File: config.mk
export PLATFORM = sky130hd
export DESIGN_NAME = pcm_hamming_framer
export DESIGN_NICKNAME = d
export VERILOG_FILES = /design/src/rtl/pcm_pkg.sv /design/src/rtl/hamming74_enc.sv /design/src/rtl/pcm_hamming_framer.sv
export SDC_FILE = /design/constraint.sdc
export NUM_CORES = 1
export LEC_CHECK = 0
export ABC_AREA = 1
export CAP_MARGIN = 20
export CORE_MARGIN = 4
export CORE_UTILIZATION = 56
export DETAILED_ROUTE_END_ITERATION = 10
export PLACE_DENSITY_LB_ADDON = 0.15
export SKIP_CTS_REPAIR_TIMING = 1
export SLEW_MARGIN = 15
export SYNTH_ARGS = -nofsm -noshare
export SYNTH_HDL_FRONTEND = slang
export SYNTH_SLANG_ARGS = --single-unit
File: constraint.sdc
create_clock -name clkIn -period 2.1 [get_ports clkIn]
set_input_delay 0.42 -clock clkIn [delete_from_list [all_inputs] [get_ports clkIn]]
set_output_delay 0.42 -clock clkIn [all_outputs]
set_load 0.01 [all_outputs]
File: src/rtl/pcm_pkg.sv
// pcm_pkg: shared widths, FSM state type and the Hamming(7,4) encode
// function used by the PCM framer.
//   CW_W      - full codeword width (two 7-bit nibble codes)
//   NIB_CW_W  - per-nibble code width
//   state_e   - framer FSM states
//   hamming74 - nibble -> {p1,p2,d1,p3,d2,d3,d4}
package pcm_pkg;

    localparam int CW_W     = 14;
    localparam int NIB_CW_W = 7;

    typedef enum logic {
        IDLE,
        SHIFT
    } state_e;

    function automatic logic [NIB_CW_W-1:0] hamming74(input logic [3:0] n);
        logic d1, d2, d3, d4, p1, p2, p3;
        d1 = n[3];
        d2 = n[2];
        d3 = n[1];
        d4 = n[0];
        p1 = d1 ^ d2 ^ d4;
        p2 = d1 ^ d3 ^ d4;
        p3 = d2 ^ d3 ^ d4;
        return {p1, p2, d1, p3, d2, d3, d4};
    endfunction

endpackage

File: src/rtl/hamming74_enc.sv
// hamming74_enc: combinational Hamming(7,4) encoder for one nibble.
//   nib_i  [3:0]  data nibble (nib_i[3] is d1)
//   code_o [6:0]  codeword {p1,p2,d1,p3,d2,d3,d4}
module hamming74_enc
    import pcm_pkg::*;
(
    input  logic [3:0]          nib_i,
    output logic [NIB_CW_W-1:0] code_o
);

    assign code_o = hamming74(nib_i);

endmodule

File: src/rtl/pcm_hamming_framer.sv
// pcm_hamming_framer: captures an 8-bit PCM sample once per character
// period, Hamming(7,4)-encodes both nibbles into a 14-bit codeword and
// shifts it out MSB-first, one bit per bit period. The divider outputs are
// edge-detected level inputs; everything runs on clkIn.
//   clkIn               master clock
//   reset               asynchronous active-high reset
//   clk_bitTransferRate bit-rate square wave (rising edge = next bit)
//   clk_character_rate  character-rate square wave (rising edge = sample)
//   ad_data             PCM sample, stable in the character-tick cycle
//   serial_out          coded serial stream (IDLE_LEVEL between frames)
//   bit_valid           high while serial_out carries a codeword bit
//   frame_sync          high during the first bit (codeword bit 13)
//   overrun             sticky: a pending codeword was overwritten
module pcm_hamming_framer
    import pcm_pkg::*;
#(
    parameter logic IDLE_LEVEL = 1'b0
) (
    input  logic       clkIn,
    input  logic       reset,
    input  logic       clk_bitTransferRate,
    input  logic       clk_character_rate,
    input  logic [7:0] ad_data,
    output logic       serial_out,
    output logic       bit_valid,
    output logic       frame_sync,
    output logic       overrun
);

    logic            bit_q, char_q;
    logic            bit_tick, char_tick;
    logic [CW_W-1:0] cw_d;
    logic [CW_W-1:0] pend_cw_q;
    logic            pend_v_q;
    logic [CW_W-2:0] shreg_q;     // bit 13 goes out on load, never stored
    logic [3:0]      idx_q;
    state_e          state_q;
    logic            serial_q, valid_q, sync_q, overrun_q;
    logic            frame_end, consume;

    hamming74_enc u_enc_hi (
        .nib_i  (ad_data[7:4]),
        .code_o (cw_d[CW_W-1:NIB_CW_W])
    );

    hamming74_enc u_enc_lo (
        .nib_i  (ad_data[3:0]),
        .code_o (cw_d[NIB_CW_W-1:0])
    );

    assign bit_tick  = clk_bitTransferRate & ~bit_q;
    assign char_tick = clk_character_rate & ~char_q;

    // A bit tick at the last bit of a frame is a load slot just like IDLE,
    // which gives gapless back-to-back frames.
    assign frame_end = (state_q == IDLE) || (idx_q == 4'd13);
    assign consume   = bit_tick && frame_end && pend_v_q;

    always_ff @(posedge clkIn or posedge reset) begin
        if (reset) begin
            bit_q  <= 1'b0;
            char_q <= 1'b0;
        end else begin
            bit_q  <= clk_bitTransferRate;
            char_q <= clk_character_rate;
        end
    end

    // Pending word: a new sample wins over a simultaneous consume; overrun
    // only when the old word is lost rather than handed to the shifter.
    always_ff @(posedge clkIn or posedge reset) begin
        if (reset) begin
            pend_cw_q <= '0;
            pend_v_q  <= 1'b0;
            overrun_q <= 1'b0;
        end else if (char_tick) begin
            pend_cw_q <= cw_d;
            pend_v_q  <= 1'b1;
            if (pend_v_q && !consume) begin
                overrun_q <= 1'b1;
            end
        end else if (consume) begin
            pend_v_q <= 1'b0;
        end
    end

    always_ff @(posedge clkIn or posedge reset) begin
        if (reset) begin
            state_q  <= IDLE;
            shreg_q  <= '0;
            idx_q    <= '0;
            serial_q <= IDLE_LEVEL;
            valid_q  <= 1'b0;
            sync_q   <= 1'b0;
        end else if (bit_tick) begin
            if (frame_end) begin
                if (pend_v_q) begin
                    state_q  <= SHIFT;
                    shreg_q  <= pend_cw_q[CW_W-2:0];
                    idx_q    <= '0;
                    serial_q <= pend_cw_q[CW_W-1];
                    valid_q  <= 1'b1;
                    sync_q   <= 1'b1;
                end else begin
                    state_q  <= IDLE;
                    idx_q    <= '0;
                    serial_q <= IDLE_LEVEL;
                    valid_q  <= 1'b0;
                    sync_q   <= 1'b0;
                end
            end else begin
                idx_q    <= idx_q + 4'd1;
                serial_q <= shreg_q[4'd12 - idx_q];
                sync_q   <= 1'b0;
            end
        end
    end

    assign serial_out = serial_q;
    assign bit_valid  = valid_q;
    assign frame_sync = sync_q;
    assign overrun    = overrun_q;

endmodule

# Word-level counts from Yosys, hierarchy flattened
# Cells that the tools add are included.
word_totals:
  reg_bits: 38
  out_inout_bits: 4
  wordCells: 49
classes:
  add_sub_neg: 2
  magnitude_cmp: 1
  n_eq_ne: 1
  muxes: 9
  bitwise_logic: 17
  n_reduce_logical: 9
op_table:
  columns: ["operator", "n"]
  rows:
  - ["1-bit bitwise XOR", 12]
  - ["1-bit 2-to-1 mux", 7]
  - ["4-bit by 5-bit < comparator with 1-bit output, second input constant", 1]
  - ["4-bit by 1-bit adder with 4-bit output, second input constant", 1]
  - ["1-bit binary-select mux with 4-bit select", 1]
  - ["4-bit equality test, second input constant", 1]
  - ["4-bit 2-to-1 mux", 1]
  - ["2-bit AND reduction", 2]
  - ["4-bit subtractor, first input constant", 1]
  - ["1-bit logical AND", 3]
  - ["1-bit NOT", 3]
  - ["3-bit AND reduction", 1]
  - ["1-bit bitwise AND", 2]
  - ["2-bit nonzero test", 1]
  - ["1-bit zero test", 1]
  - ["1-bit logical OR", 1]

# Longest topological paths before layout
# Gate-level depths: netlist of run 1.
logic_depth:
  depth_word: 7
  depth_mapped: 12

# Hierarchy
# A second synthesis of run 1 with hierarchy kept.
hier_totals:
  cells_unflattened: 261
  area_unflattened_um2: 2019.4
by_module_without_submodules:
  columns: ["mod", "instances", "cells_each", "area_each_um2", "seq_area_each_um2"]
  rows:
  - ["pcm_hamming_framer", 1, 203, 1756.7, 950.9]
  - ["hamming74_enc", 2, 29, 131.4, 0.0]

# Least setup slack after synthesis of run 1
# OpenSTA, ideal clock, no wires.
synth_timing:
  path_type: "register -> register"
  start: "reg idx_q[0]"
  end: "reg serial_q, in the netlist serial_out"
  setup_time_ns: 0.116
  arrival_time_ns: 1.436
  setup_slack_ns: 0.548
  path_stages_with_launch: 12
  synth_period_minus_slack_ns: 1.552
  path_cell_list: "dfrtp_1 > buf_2 > inv_2 > ha_1 > inv_1 > nand3_1 > nand2_1 > nand2_1 > nand2_1 > nand3_1 > nand2_1 > nand2_1"
synth_via:
  elab_chain_cells: 4
  elab_cells_between_ends: 6
  cone_classes: "add/sub (1); eq/ne (1); mux (3); reduce/logical (1)"
synth_rtl:
  columns: ["element", "line_no", "text"]
  rows:
  - ["from (decl)", "pcm_hamming_framer.sv:36", "logic [3:0] idx_q;"]
  - ["from (signal assigned)", "pcm_hamming_framer.sv:112", "idx_q <= idx_q + 4'd1;"]
  - ["4-bit subtractor", "pcm_hamming_framer.sv:113", "serial_q <= shreg_q[4'd12 - idx_q];"]
  - ["1-bit binary-select mux with 4-bit select", "pcm_hamming_framer.sv:113", null]
  - ["1-bit 2-to-1 mux (not written as such)", "pcm_hamming_framer.sv:113", null]
  - ["1-bit 2-to-1 mux (*)", "pcm_hamming_framer.sv:96", "if (frame_end) begin"]
  - ["to (signal assigned)", "pcm_hamming_framer.sv:101", "serial_q <= pend_cw_q[CW_W-1];"]
  - ["to (signal assigned)", "pcm_hamming_framer.sv:113", null]
  - ["to (decl)", "pcm_hamming_framer.sv:38", "logic serial_q, valid_q, sync_q, overrun_q;"]
# Mark *: on every way between the ends. The rest lies on a longest branch, timed or not. The select of a mux whose other input is x is not followed.
# A chain may end at the register's enable or synchronous reset.

# Worst setup path after layout of run 1
# Ends and elaborated chain as after synthesis.

==> results of run 1 <==
[flip-flops by register name (all words and copies together), names as in the netlist]
| register | flops |
|---|---|
| bit_valid | 1 |
| frame_sync | 1 |
| serial_out | 1 |
| shreg_q | 13 |
| idx_q | 4 |
| bit_q | 1 |
| pend_cw_q | 14 |
| char_q | 1 |
| pend_v_q | 1 |
| overrun | 1 |
[metrics by stage]
stage               setup slack [ns]  instance area, sq um  instances  power (W)
finish                         0.231                  2100        282    0.00237
global route                  0.0493                  2100        282    0.00259
CTS                            0.211                  2100        282    0.00240
detailed placement             0.170                  2040        274    0.00200
global placement               0.216                  2040        274    0.00196
floorplan                      0.548                  1870        219    0.00178
[placed cells by master (no fill, tap or decap), types with 2 or more instances in the layout]
cell,netlist,final
o21ai_0,11,11
o221ai_1,2,2
buf_4,0,3
clkbuf_4,0,5
nand2_1,71,71
o21ai_2,5,5
inv_1,25,25
clkdlybuf4s50_1,0,15
xor2_1,5,5
o211ai_1,2,2
ha_1,3,3
nand3_1,15,15
a21oi_2,5,5
dfrtp_1,38,38
inv_2,2,2
a21oi_1,5,5
nor2_1,14,14
[critical path, cell delays in order (launching register included)]
cell and delay (ns):
dfrtp_1 0.61, inv_2 0.17, ha_1 0.43, inv_1 0.11, nand3_1 0.07, nand2_1 0.06
nand2_1 0.04, nand2_1 0.06, nand3_1 0.08, nand2_1 0.06, nand2_1 0.05
[path summary, 6_finish.rpt]
check	from	endpoint	slack [ns]	cells after the start
max	idx_q[0]	serial_out	0.23	10
min	reset	pend_cw_q[3]	0.47	3
max reg2reg	idx_q[0]	serial_out	0.23	10
min reg2reg	overrun	overrun	0.48	1
max in group asynchronous	reset	bit_valid	1.31	3
min in group clkIn	overrun	overrun	0.48	1
[logic make-up after synthesis]
logic type,count (synthesis),share of synthesized area (%)
xor+xnor,5,2.35
simple gates,107,24.9
buf+inv,35,8.58
compound gates,31,11.2
flops,38,50.9
fa+ha+maj,3,2.01
[power groups by stage]
stage	logic, W	registers, W	clock network (W)
finish	0.000872	0.00110	0.000403
global route	0.00101	0.00113	0.000449
CTS	0.000890	0.00110	0.000409
detailed placement	0.000885	0.00112	0
global placement	0.000853	0.00111	0
floorplan	0.000722	0.00106	0
[area by class of cell]
class	count	area (sq um)	area share [%]
repair buffers	18	173	8.21
flip-flops and latches	38	951	45.2
well taps	44	55.1	2.62
clock inverters	1	5.00	0.238
clock buffers	7	55.1	2.62
multi-input cells	146	756	36.0
inverters	28	108	5.12
[layer usage]
metal	routed length, um	track usage (%)	up-vias
li1	-	-	729
met1	1600	23.4	649
met2	1600	31.4	18
met3	114	5.81	7
met4	59	8.81	0
met5	0	0	-
==> summary.log, run 1 <==
[sta] final hold slack 0.470 ns
[power_and_ir_drop] leakage dissipation 1.06 nW
[sta] transition at the pin with the smallest max-transition slack 0.458 ns
[sta] number of pins with negative max-slew slack in the final report 0
[min_path] worst min-delay path category input pin to asynchronous set/reset pin
[synthesis] cell taking the most area after synthesis dfrtp_1
[power_and_ir_drop] PwrDens 1130 nW/um^2
[worst_setup_path] CP endpoint kind flop
[synthesis] Synth area leaders dfrtp_1 (51%), nand2_1 (14%), inv_1 (5.0%), nand3_1 (4.0%), o21ai_0 (2.9%)
[final_layout] Filler Cell Count 266
[final_layout] area added between synthesis and finish 12.6%
[clock_tree] clock slew seen by the registers of the worst setup and hold paths 0.12 ns
[sta] final sum of negative setup slack 0 ns
[clock_tree] largest buffer count on any clock path 2
[detailed_routing] first-pass iteration count of the detailed router 5
[die] number of top-level pins 16
[worst_setup_path] data arrival time of the worst path 2.11 ns
[final_layout] fin util 67.2%
[detailed_routing] routed vias 1403
[synthesis] register area share after synthesis 50.9%
[detailed_routing] violation count after the first detailed-route iteration 71
[detailed_routing] final antenna-violating net count 0
[synthesis] post-synthesis sequential element count 38
[clock_tree] total clock sinks 38
[die] width of the chip 65.7 um
[synthesis] Avg Inst Size Synth 8.52 sq um
[synthesis] most repeated cell in the gate-level netlist after synthesis nand2_1
[synthesis] Commonest cells post-synth nand2_1 (71), dfrtp_1 (38), inv_1 (25)
[synthesis] share of flip-flops with an asynchronous set or reset 100%
[power_and_ir_drop] combinational fraction of design power 36.7%
[sta] worst slew slack as a fraction of its limit 69.5%
[synthesis] number of enable flip-flop cells after synthesis 0
[worst_setup_path] WP data required 2.35 ns
[sta] Peak Freq 535 MHz
[power_and_ir_drop] IR drop worst, VDD 0.000536 V
[synthesis] Post-Synthesis Cell Area 1870 sq um
[grt] initial antenna violation count 0
[die] placement row count 20
[worst_setup_path] CP Max Fanout 12
[detailed_routing] detailed-route wire length 3370 um
[die] die footprint 4320 sq um
[placed_design] number of buffers inserted by port buffering 15
[detailed_routing] post-route DRC violation count 0
[placed_design] routability congestion estimate 0.831
[power_and_ir_drop] portion of total power attributed to the clock network 17.0%
[worst_setup_path] type of the worst setup path flop to flop
[power_and_ir_drop] Net Switching 0.000908 W
[synthesis] yosys warns 0
[die] starting density of the core 59.7%
[sta] Final min period 1.87 ns
[final_layout] antenna cell count 0
[power_and_ir_drop] share of power burned in registers 46.3%
[synthesis] number of unique standard cell types used by synthesis 26
[die] chip height 65.7 um
[die] Core Area 3130 sq um
[power_and_ir_drop] internal power of the cells 0.00147 W
[sta] final hold viol count 0
[flow_run] maximum capacitance violations 0
[grt] wire length of the first global-routing pass 6200 um
[synthesis] Syn Inst Count 219
[grt] Congestion Overflow GR 0
[final_layout] share of final-layout standard cells stronger than drive strength 1 12.6%
[grt] vias in the first global route 1437
[grt] Global Route Usage Sum 19.3%
[sta] setup repair after global routing missed its margin no
[detailed_routing] number of vias per cell after detailed routing 4.98
[detailed_routing] average detailed-routed wire length per instance 12.0 um
[final_layout] total number of nets in the final design 252
[synthesis] dominant register cell in the synthesized netlist dfrtp_1
[grt] pin count of the biggest net entering global routing 39
[power_and_ir_drop] net switching fraction of the power 38.2%
[synthesis] number of nets in the synthesized netlist 234
[synthesis] top cell type's share of synthesized area 50.9%
[sta] # setup viols final 0
[worst_setup_path] type of element launching the critical path flop
[sta] final period utilization 89.0%
[placed_design] post-DP HPWL 2510 um
[clock_tree] H-tree levels 2
[clock_tree] CTS tree done
[sta] worst clock skew 0.00839 ns
[run_status] outcome complete, no violations
[clock_tree] CTS buffer count 5
[clock_tree] buffer cell driving the clock tree root clkbuf_4
[clock_tree] insertion delay to the later sink of the worst-skew pair 0.35 ns
Note: power is estimated with default switching activity, not from simulation.
==> run 2, diff against run 1 <==
CTS_CLUSTER_SIZE = 8   (was default)
==> results of run 2 <==
No change in the layout: final DEF, timing and power equal those of run 1.
